**src/rtl/ddr_req_sched_if.sv**
```systemverilog
// ddr_req_sched_if: fetch, tbus and DDR channels around the scheduler.
// slave is the scheduler's view; master is the surrounding pipeline/DDR view.
`ifndef TBUS_READ
`define TBUS_READ 2'b00
`endif
`ifndef TBUS_WRITE
`define TBUS_WRITE 2'b01
`endif
interface ddr_req_sched_if #(parameter int IDX_W = 19, parameter int DATA_W = 64, parameter int LINE_W = 512);
  logic pc_index_valid;
  logic [IDX_W-1:0] pc_index;
  logic pc_index_ready;
  logic [LINE_W-1:0] pc_read_inst;
  logic pc_operation_done;
  logic tbus_index_valid;
  logic [IDX_W-1:0] tbus_index;
  logic [1:0] tbus_operation_type;
  logic [DATA_W-1:0] tbus_write_data;
  logic [DATA_W-1:0] tbus_write_mask;
  logic tbus_index_ready;
  logic [DATA_W-1:0] tbus_read_data;
  logic tbus_operation_done;
  logic ddr_chip_enable;
  logic [IDX_W-1:0] ddr_index;
  logic ddr_write_enable;
  logic ddr_burst_mode;
  logic [DATA_W-1:0] ddr_opstore_write_mask;
  logic [DATA_W-1:0] ddr_opstore_write_data;
  logic [DATA_W-1:0] ddr_opload_read_data;
  logic [LINE_W-1:0] ddr_pc_read_inst;
  logic ddr_operation_done;
  logic ddr_ready;
  logic redirect_valid;
  modport slave (
    input pc_index_valid, pc_index, tbus_index_valid, tbus_index, tbus_operation_type,
          tbus_write_data, tbus_write_mask, ddr_opload_read_data, ddr_pc_read_inst,
          ddr_operation_done, ddr_ready, redirect_valid,
    output pc_index_ready, pc_read_inst, pc_operation_done, tbus_index_ready, tbus_read_data,
           tbus_operation_done, ddr_chip_enable, ddr_index, ddr_write_enable, ddr_burst_mode,
           ddr_opstore_write_mask, ddr_opstore_write_data
  );
  modport master (
    output pc_index_valid, pc_index, tbus_index_valid, tbus_index, tbus_operation_type,
           tbus_write_data, tbus_write_mask, ddr_opload_read_data, ddr_pc_read_inst,
           ddr_operation_done, ddr_ready, redirect_valid,
    input pc_index_ready, pc_read_inst, pc_operation_done, tbus_index_ready, tbus_read_data,
          tbus_operation_done, ddr_chip_enable, ddr_index, ddr_write_enable, ddr_burst_mode,
          ddr_opstore_write_mask, ddr_opstore_write_data
  );
endinterface

```
**src/rtl/ddr_req_sched.sv**
```systemverilog
// ddr_req_sched: single-outstanding DDR scheduler, tbus priority with pc aging, redirect squash.
`ifndef TBUS_READ
`define TBUS_READ 2'b00
`endif
`ifndef TBUS_WRITE
`define TBUS_WRITE 2'b01
`endif
module ddr_req_sched #(
  parameter int IDX_W = 19,
  parameter int DATA_W = 64,
  parameter int LINE_W = 512,
  parameter int AGE_MAX = 4
) (
  input logic clock,
  input logic reset_n,
  ddr_req_sched_if.slave bus
);
  localparam int AGE_W = $clog2(AGE_MAX + 1);
  typedef enum logic [1:0] {IDLE, ISSUE, WAIT} state_t;
  typedef enum logic [1:0] {NONE, PC, TBUS_RD, TBUS_WR} owner_t;
  state_t state, state_nx;
  owner_t owner;
  logic flush;
  logic [AGE_W-1:0] age;
  logic arb, pc_win, tbus_win, fire, done, tbus_wr, pc_ok;
  logic [IDX_W-1:0] idx_sel;
  always_comb begin
    arb = reset_n && state == IDLE && bus.ddr_ready;
    pc_win = arb && bus.pc_index_valid && !bus.redirect_valid &&
             (!bus.tbus_index_valid || age >= AGE_W'(AGE_MAX));
    tbus_win = arb && bus.tbus_index_valid && !pc_win;
    fire = pc_win || tbus_win;
    tbus_wr = bus.tbus_operation_type == `TBUS_WRITE;
    idx_sel = pc_win ? bus.pc_index : bus.tbus_index;
    // early completion in ISSUE is accepted just like in WAIT
    done = reset_n && state != IDLE && bus.ddr_operation_done;
    pc_ok = done && owner == PC && !flush && !bus.redirect_valid;
    state_nx = state == IDLE ? (fire ? ISSUE : IDLE) : (done ? IDLE : WAIT);
    bus.pc_index_ready = pc_win;
    bus.tbus_index_ready = tbus_win;
    bus.pc_operation_done = pc_ok;
    bus.pc_read_inst = pc_ok ? bus.ddr_pc_read_inst : LINE_W'(0);
    bus.tbus_operation_done = done && (owner == TBUS_RD || owner == TBUS_WR);
    bus.tbus_read_data = done && owner == TBUS_RD ? bus.ddr_opload_read_data : DATA_W'(0);
  end
  always_ff @(posedge clock) begin
    if (!reset_n) state <= IDLE;
    else state <= state_nx;
  end
  always_ff @(posedge clock) begin
    if (!reset_n) begin
      owner <= NONE;
      flush <= 1'b0;
      age <= '0;
    end else begin
      if (!bus.pc_index_valid || pc_win) age <= '0;
      else if (arb && age < AGE_W'(AGE_MAX)) age <= age + 1'b1;
      if (done) begin
        owner <= NONE;
        flush <= 1'b0;
      end else if (fire) begin
        owner <= pc_win ? PC : (tbus_wr ? TBUS_WR : TBUS_RD);
        flush <= 1'b0;
      end else if (owner == PC && bus.redirect_valid) flush <= 1'b1;
    end
  end
  always_ff @(posedge clock) begin
    if (!reset_n) begin
      bus.ddr_chip_enable <= 1'b0;
      bus.ddr_index <= '0;
      bus.ddr_write_enable <= 1'b0;
      bus.ddr_burst_mode <= 1'b0;
      bus.ddr_opstore_write_mask <= '0;
      bus.ddr_opstore_write_data <= '0;
    end else begin
      bus.ddr_chip_enable <= fire;
      if (fire) begin
        bus.ddr_index <= idx_sel;
        bus.ddr_write_enable <= tbus_win && tbus_wr;
        bus.ddr_burst_mode <= pc_win;
      end
      if (tbus_win && tbus_wr) begin
        bus.ddr_opstore_write_mask <= bus.tbus_write_mask;
        bus.ddr_opstore_write_data <= bus.tbus_write_data;
      end
    end
  end
endmodule
```
**src/flat_wrapper.sv**
```systemverilog
// flat-port wrapper written by rule: the top's interface ports become plain ports
module ddr_req_sched_flat 
#(
  parameter int IDX_W = 19,
  parameter int DATA_W = 64,
  parameter int LINE_W = 512,
  parameter int AGE_MAX = 4
)
  (clock, reset_n, bus_pc_index_valid, bus_pc_index, bus_tbus_index_valid, bus_tbus_index, bus_tbus_operation_type, bus_tbus_write_data, bus_tbus_write_mask, bus_ddr_opload_read_data, bus_ddr_pc_read_inst, bus_ddr_operation_done, bus_ddr_ready, bus_redirect_valid, bus_pc_index_ready, bus_pc_read_inst, bus_pc_operation_done, bus_tbus_index_ready, bus_tbus_read_data, bus_tbus_operation_done, bus_ddr_chip_enable, bus_ddr_index, bus_ddr_write_enable, bus_ddr_burst_mode, bus_ddr_opstore_write_mask, bus_ddr_opstore_write_data);
  ddr_req_sched_if #(.IDX_W(IDX_W), .DATA_W(DATA_W), .LINE_W(LINE_W)) bus_i ();
  input logic clock;
  input logic reset_n;
  input wire logic [$bits(bus_i.pc_index_valid)-1:0] bus_pc_index_valid;
  input wire logic [$bits(bus_i.pc_index)-1:0] bus_pc_index;
  input wire logic [$bits(bus_i.tbus_index_valid)-1:0] bus_tbus_index_valid;
  input wire logic [$bits(bus_i.tbus_index)-1:0] bus_tbus_index;
  input wire logic [$bits(bus_i.tbus_operation_type)-1:0] bus_tbus_operation_type;
  input wire logic [$bits(bus_i.tbus_write_data)-1:0] bus_tbus_write_data;
  input wire logic [$bits(bus_i.tbus_write_mask)-1:0] bus_tbus_write_mask;
  input wire logic [$bits(bus_i.ddr_opload_read_data)-1:0] bus_ddr_opload_read_data;
  input wire logic [$bits(bus_i.ddr_pc_read_inst)-1:0] bus_ddr_pc_read_inst;
  input wire logic [$bits(bus_i.ddr_operation_done)-1:0] bus_ddr_operation_done;
  input wire logic [$bits(bus_i.ddr_ready)-1:0] bus_ddr_ready;
  input wire logic [$bits(bus_i.redirect_valid)-1:0] bus_redirect_valid;
  output wire logic [$bits(bus_i.pc_index_ready)-1:0] bus_pc_index_ready;
  output wire logic [$bits(bus_i.pc_read_inst)-1:0] bus_pc_read_inst;
  output wire logic [$bits(bus_i.pc_operation_done)-1:0] bus_pc_operation_done;
  output wire logic [$bits(bus_i.tbus_index_ready)-1:0] bus_tbus_index_ready;
  output wire logic [$bits(bus_i.tbus_read_data)-1:0] bus_tbus_read_data;
  output wire logic [$bits(bus_i.tbus_operation_done)-1:0] bus_tbus_operation_done;
  output wire logic [$bits(bus_i.ddr_chip_enable)-1:0] bus_ddr_chip_enable;
  output wire logic [$bits(bus_i.ddr_index)-1:0] bus_ddr_index;
  output wire logic [$bits(bus_i.ddr_write_enable)-1:0] bus_ddr_write_enable;
  output wire logic [$bits(bus_i.ddr_burst_mode)-1:0] bus_ddr_burst_mode;
  output wire logic [$bits(bus_i.ddr_opstore_write_mask)-1:0] bus_ddr_opstore_write_mask;
  output wire logic [$bits(bus_i.ddr_opstore_write_data)-1:0] bus_ddr_opstore_write_data;
  assign bus_i.pc_index_valid = bus_pc_index_valid;
  assign bus_i.pc_index = bus_pc_index;
  assign bus_i.tbus_index_valid = bus_tbus_index_valid;
  assign bus_i.tbus_index = bus_tbus_index;
  assign bus_i.tbus_operation_type = bus_tbus_operation_type;
  assign bus_i.tbus_write_data = bus_tbus_write_data;
  assign bus_i.tbus_write_mask = bus_tbus_write_mask;
  assign bus_i.ddr_opload_read_data = bus_ddr_opload_read_data;
  assign bus_i.ddr_pc_read_inst = bus_ddr_pc_read_inst;
  assign bus_i.ddr_operation_done = bus_ddr_operation_done;
  assign bus_i.ddr_ready = bus_ddr_ready;
  assign bus_i.redirect_valid = bus_redirect_valid;
  assign bus_pc_index_ready = bus_i.pc_index_ready;
  assign bus_pc_read_inst = bus_i.pc_read_inst;
  assign bus_pc_operation_done = bus_i.pc_operation_done;
  assign bus_tbus_index_ready = bus_i.tbus_index_ready;
  assign bus_tbus_read_data = bus_i.tbus_read_data;
  assign bus_tbus_operation_done = bus_i.tbus_operation_done;
  assign bus_ddr_chip_enable = bus_i.ddr_chip_enable;
  assign bus_ddr_index = bus_i.ddr_index;
  assign bus_ddr_write_enable = bus_i.ddr_write_enable;
  assign bus_ddr_burst_mode = bus_i.ddr_burst_mode;
  assign bus_ddr_opstore_write_mask = bus_i.ddr_opstore_write_mask;
  assign bus_ddr_opstore_write_data = bus_i.ddr_opstore_write_data;
  ddr_req_sched #(.IDX_W(IDX_W), .DATA_W(DATA_W), .LINE_W(LINE_W), .AGE_MAX(AGE_MAX)) u_core (.clock(clock), .reset_n(reset_n), .bus(bus_i));
endmodule
```
**config.mk**
```make
export PLATFORM = sky130hd
export DESIGN_NAME = ddr_req_sched_flat
export DESIGN_NICKNAME = d
export VERILOG_FILES = /design/src/rtl/ddr_req_sched_if.sv /design/src/rtl/ddr_req_sched.sv /design/src/flat_wrapper.sv
export SDC_FILE = /design/constraint.sdc
export NUM_CORES = 1
export LEC_CHECK = 0
export CAP_MARGIN = 20
export CORE_AREA = 5 5 574 576
export CTS_BUF_LIST = sky130_fd_sc_hd__clkbuf_8
export CTS_CLUSTER_SIZE = 40
export DETAILED_ROUTE_END_ITERATION = 16
export DIE_AREA = 0 0 579 581
export PLACE_DENSITY = 0.3
export SYNTH_ARGS = -nofsm -noshare
export SYNTH_HDL_FRONTEND = slang
export SYNTH_SLANG_ARGS = --single-unit
```
**constraint.sdc**
```tcl
create_clock -name clock -period 4.21 [get_ports clock]
set_clock_uncertainty 0.1 [all_clocks]
set_input_delay 0.842 -clock clock [delete_from_list [all_inputs] [get_ports clock]]
set_output_delay 0.842 -clock clock [all_outputs]
set_load 0.05 [all_outputs]
```
---- Word level (Yosys, flattened, before mapping) ----
Index checks and enable logic that the tools add are counted.
storage, ports and cells
  word-level logic and storage cells ...... 57
  output and inout bits ................... 730
  register bits after elaboration ......... 158
  bits of input ports ..................... 751
operators by class
  reduce and logical (&&, ||, !) cells .... 31
  eq/ne operators ......................... 4
  bitwise gates (word level) .............. 1
  multiplexer cells ....................... 8
  $lt $le $gt $ge ......................... 2
  add/subtract/negate cells ............... 1
operator list
  cell                                                                    number
  512-bit two-way mux                                                     1
  64-bit two-way mux                                                      1
  19-bit two-way mux                                                      1
  1-bit logical AND                                                       17
  2-bit two-way mux                                                       3
  1-bit logical NOT                                                       5
  2-bit by 1-bit equality test with 1-bit output (second input constant)  2
  2-bit equality test (second input constant)                             2
  1-bit logical OR                                                        4
  2-bit OR reduction                                                      2
  3-bit by 1-bit adder with 3-bit output (second input constant)          1
  3-bit greater-or-equal comparator (second input constant)               1
  3-bit less-than comparator (second input constant)                      1
  3-bit OR reduction                                                      1
  2-bit logical NOT                                                       1
  1-bit two-way mux                                                       2
  2-bit nonzero test                                                      1
  1-bit inverter                                                          1

---- Longest topological paths before layout ----
  depth after elaboration ................. 11
  gate-level depth with buffers ........... 7

---- Worst setup path before layout ----
Ideal clock, no wire load.
  path type ............................... input -> output
  start ................................... input bus_ddr_operation_done
  end ..................................... output bus_pc_read_inst[502]
  buffers on the path ..................... 1
  stages on the path ...................... 4
  data required time ...................... 3.268 ns
  arrival time ............................ 2.562 ns
  path slack .............................. 0.706 ns
  path through ............................ nand3_2 nor4_4 clkbuf_1 and2_1
between the ends
  cells in the longest elaborated chain, start to end .. 5
RTL lines
  item                             line                 source
  from (decl)                      flat_wrapper.sv:22   input wire logic [$bits(bus_i.ddr_operation_done)-1:0] bus_ddr_operation_done;
  1-bit logical AND                ddr_req_sched.sv:36  done = reset_n && state != IDLE && bus.ddr_operation_done;
  1-bit logical AND (3 in a row)   ddr_req_sched.sv:37  pc_ok = done && owner == PC && !flush && !bus.redirect_valid;
  named net bus_pc_operation_done  flat_wrapper.sv:27   output wire logic [$bits(bus_i.pc_operation_done)-1:0] bus_pc_operation_done;
  512-bit two-way mux              ddr_req_sched.sv:42  bus.pc_read_inst = pc_ok ? bus.ddr_pc_read_inst : LINE_W'(0);
  to (decl)                        flat_wrapper.sv:26   output wire logic [$bits(bus_i.pc_read_inst)-1:0] bus_pc_read_inst;
The timed path passes the listed nets, and every way through them passes these cells.

---- Worst setup path after layout ----
  start ................................... input bus_ddr_operation_done
  end ..................................... output bus_pc_read_inst[449]
between the ends
  cells in the longest elaborated chain, start to end .. 5
RTL lines
  item                            line
  1-bit logical AND               ddr_req_sched.sv:36
  1-bit logical AND (3 in a row)  ddr_req_sched.sv:37
  512-bit two-way mux             ddr_req_sched.sv:42
No other way between the ends.

==> flow_results.org <==
** Min path
- Class of the most critical hold timing path :: reg2reg
- Along the worst hold path, the cell count comes to 2.

** GRT
- In the global route stage, met3 resource usage came out at 0.103.
- The via count of the first global-routing pass is 17,100.
- In the global route stage, met1 resource usage came out at 0.144.
- Entering global routing, the biggest net connects 104 pins.
- The global routing stage identified its most utilized layer as met2.
- Total track usage :: 0.158
- For this run, global-route usage on met2 was measured as 0.298.
- The initial antenna violation count was 327.
- For this run the aggregate overflow at the end of global routing stands at 0.
- Wire length of the first global-routing pass :: 317,000 um

** Timing
- Summed over all failing endpoints, the final setup total negative slack is 0 ns.
- Subtracting the final worst setup slack from the clock period gives 3.97 ns.
- Setup violations remaining at the end of the flow were counted as 0.
- Slew of the pin with the lowest slew margin :: 0.931 ns
- Tightest slew margin relative to the limit :: 0.379
- RSZ-0062 raised after global routing :: false
- Fin. max-slew vios :: 0
- Worst Hold Margin :: 0.363 ns
- The number of hold violations in the final report is 0.
- Upper clock frequency limit :: 0.252 GHz
- In the finished design, the share of the clock period the worst path needs comes to 0.943.

** Clock network
- Post-CTS timing repair inserted 2 buffers for setup.
- Clock sink count :: 158
- Worst-case clock buffer depth :: 2
- CTS built an H-tree with a depth of 4.
- The later pin in the worst-skew pair is clocked with a latency of 0.60 ns.
- Hold bufs inserted after CTS :: 0
- After clock tree synthesis, the clock-pin slew on the worst setup and hold paths is 0.09 ns.
- Clock root buffer master :: sky130_fd_sc_hd__clkbuf_8
- After clock tree synthesis, the repair step resized 0 gates.
- TritonCTS created 17 clock buffers.
- Clock tree from TritonCTS :: done

** Die
- X dimension of the die :: 579 um
- The die covers 336,000 um2.
- The core region is 323,000 um2.
- # IOs :: 1,481
- Initial core utilization :: 0.0297
- In this run the vertical extent of the chip is 581 um.
- The floorplan has 209 rows.

** Detailed routing
- Pre-Repair DR Iteration Count :: 5
- For this block, the routed nets add up to 275,000 um of wire.
- Final routed DRC violation total :: 0
- DRT iter0 DRCs :: 889
- Vias per inst :: 2.39
- The detail route stage leaves a number of antenna-violating nets equal to 0.
- Vias post-DR :: 17,100
- After detailed routing, the average wire length per cell comes to 38.5 um.

** Layout
- The area growth from synthesis to layout is 276%.
- In the final layout, the share of cells above drive strength 1 is 0.236.
- Measured on the finished design, the core utilization comes to 0.112.
- After the last flow step, the layout net total stands at 3,510.
- Fill cells in the final layout number 37,100.
- For this run, the number of standard cells in the final layout without fillers is 7,157.

** Worst setup path
- Worst-path fanout max :: 80
- Cells along the critical path :: clkdlybuf4s50_1 > nand3_2 > nor4_4 > buf_4 > buf_12 > buf_12 > and2_1 > buf_12
- Worst Reg2Reg Path Length in Cells :: 6
- Setup slack, reg-to-reg :: 2.07 ns
- Destination of the worst register-to-register timing path :: u_core.bus.ddr_opstore_write_mask[21]$_SDFFE_PN0P_
- Critical path endpoint category :: output port
- Data arrives at the worst endpoint at 3.03 ns.
- Crit path top cell by count :: sky130_fd_sc_hd__buf_12
- CP Capture Point :: bus_pc_read_inst[449]
- Among all stages on the critical path, the largest delay is contributed by sky130_fd_sc_hd__clkdlybuf4s50_1.
- The worst setup path is launched from an input port.
- Timing startpoint of the critical path :: bus_ddr_operation_done
- The largest single stage delay on the critical path is 0.62 ns.
- The worst setup path is of the in2out kind.
- Required @ worst endpoint :: 3.27 ns
- Beginning of the worst register-to-register path :: u_core.state[1]$_SDFF_PP0_

** Synthesis
- Xor-xnor portion of the synthesized cell area :: 0
- Mux share of post-synthesis cell area :: 0
- Synth async-reset ratio :: 0
- Of the total synthesized cell area, the portion taken by full adders, half adders and majority gates is 0.00130.
- Simple-gate portion of the synthesized area :: 0.508
- Post-synthesis compound-gate area fraction :: 0.100
- In the synthesized netlist the dominant register cell turns out to be sky130_fd_sc_hd__dfxtp_1.
- In this run the cell area of the synthesized design comes to 9600 um2.
- Synthesis instantiated 34 different standard cells from the library.
- After technology mapping, the gate count stands at 1,341.
- EDFF count, synth :: 0
- Net count after synthesis :: 2,093
- For this run, the number of Yosys warnings is 0.
- In this run, synthesis produced a sequential element count of 158.
- Portion of the post-synthesis area used by sequential elements :: 0.330
- After synthesis, the largest family of logic cells by area is simple AND/OR/NAND/NOR gates.
- Post-Synthesis Mean Instance Area :: 7.16 um2

** Power
- Static power due to leakage :: 12.1 nW
- Final total power :: 4.32 mW
- The worst-case IR drop observed on VDD is 0.000245 V.
- For this design the ratio of total power to cell area is 120 nW/um2.

** Placed design
- In this run, placement finished with an instance count of 7,061.
- Input and output buffers added on the ports amount to 1,480.
- Detailed placer's ending HPWL :: 260,000 um
- Routability-driven placement finished with a final weighted congestion of 0.925.

** Flow run
- Number of max-cap violations :: 0

** Outcome
- Status :: complete, no violations
worst max-delay path: cells and delay by family:
family / cells / cell delay [ns]
simple gates: 3 / 0.63
buf+inv: 5 / 1.44
layout make-up:
| type | count | area [um2] | share of cell area |
|---|---|---|---|
| Multi-Input combinational cell | 1062 | 5860 | 0.162 |
| Antenna cell | 61 | 153 | 0.00423 |
| Tap cell | 4325 | 5410 | 0.150 |
| Inverter | 4 | 15.0 | 0.000416 |
| Sequential cell | 158 | 3160 | 0.0877 |
| Clock inverter | 15 | 196 | 0.00544 |
| Clock buffer | 17 | 234 | 0.00648 |
| Timing Repair Buffer | 1515 | 21000 | 0.583 |
placed cells by master (no fill, tap or decap), drive strengths merged, types with 4 or more instances in the layout:
cell type / count
clkdlybuf4s50: 899
buf: 614
and2: 576
nand2: 216
dfxtp: 158
o21ai: 149
diode: 61
nand3: 49
nor2: 21
o22ai: 18
clkbuf: 18
inv: 12
nor2b: 4
a21oi: 4
Yosys cell counts, types with 2 or more instances:
master | n | area [um2]
sky130_fd_sc_hd__a21oi_1 | 4 | 20.0
sky130_fd_sc_hd__and2_1 | 576 | 3600
sky130_fd_sc_hd__buf_6 | 5 | 56.3
sky130_fd_sc_hd__nand4_1 | 3 | 18.8
sky130_fd_sc_hd__nor2_1 | 21 | 78.8
sky130_fd_sc_hd__dfxtp_1 | 158 | 3160
sky130_fd_sc_hd__a211oi_1 | 2 | 15.0
sky130_fd_sc_hd__inv_1 | 4 | 15.0
sky130_fd_sc_hd__nand2b_1 | 3 | 18.8
sky130_fd_sc_hd__o21ai_0 | 148 | 741
sky130_fd_sc_hd__nor3_1 | 3 | 15.0
sky130_fd_sc_hd__nor2b_1 | 4 | 25.0
sky130_fd_sc_hd__buf_4 | 5 | 37.5
sky130_fd_sc_hd__buf_2 | 13 | 65.1
sky130_fd_sc_hd__nand2_1 | 216 | 811
sky130_fd_sc_hd__o22ai_1 | 18 | 113
sky130_fd_sc_hd__nand3_1 | 48 | 240
sky130_fd_sc_hd__o21a_1 | 3 | 22.5
sky130_fd_sc_hd__clkbuf_2 | 47 | 235
sky130_fd_sc_hd__clkbuf_1 | 46 | 173
through the flow:
step                      setup slack, ns  area, um2
final                               0.238      36100
after global routing               0.0984      36000
after CTS                           0.197      35900
after detailed placement          -0.0401      35500
after global placement            -0.0858      35500
after floorplan                     0.706       9600
routing by layer:
metal	vias up	wire, um
met5	-	1320
met3	515	40800
li1	7141	-
met4	198	4080
met2	1312	144000
met1	7954	84900
state kept, by name (all words and copies together) (netlist names), 2 cells and up:
name	count
u_core.state	2
u_core.bus.ddr_opstore_write_data	64
u_core.owner	2
u_core.age	3
u_core.bus.ddr_index	19
u_core.bus.ddr_opstore_write_mask	64
power by group:
group | leakage, nW | internal (mW) | switching [mW]
logic | 10.7 | 0.730 | 0.645
registers | 1.28 | 1.53 | 0.0196
clock network | 0.209 | 0.604 | 0.788
cells by family (layout without fill, tap and decap cells):
kind of cell | Yosys count | after routing
buffers and inverters | 121 | 1551
adder cells (fa/ha/maj) | 1 | 1
AO/OA/AOI/OAI | 181 | 181
AND/OR/NAND/NOR | 880 | 880
other | 0 | 61
flip-flops | 158 | 158
how the worst min path moves through the flow:
stage               slack, ns                                            endpoint                                                from
floorplan                0.33                          u_core.age[1]$_SDFFE_PP0P_                          u_core.age[1]$_SDFFE_PP0P_
global placement         0.35   u_core.bus.ddr_opstore_write_data[5]$_SDFFE_PN0P_   u_core.bus.ddr_opstore_write_data[5]$_SDFFE_PN0P_
detailed placement       0.35  u_core.bus.ddr_opstore_write_mask[61]$_SDFFE_PN0P_  u_core.bus.ddr_opstore_write_mask[61]$_SDFFE_PN0P_
CTS                      0.37  u_core.bus.ddr_opstore_write_data[39]$_SDFFE_PN0P_  u_core.bus.ddr_opstore_write_data[39]$_SDFFE_PN0P_
global route             0.38  u_core.bus.ddr_opstore_write_data[49]$_SDFFE_PN0P_  u_core.bus.ddr_opstore_write_data[49]$_SDFFE_PN0P_
finish                   0.36  u_core.bus.ddr_opstore_write_mask[22]$_SDFFE_PN0P_  u_core.bus.ddr_opstore_write_mask[22]$_SDFFE_PN0P_
Power figures use the tool's default switching activity.
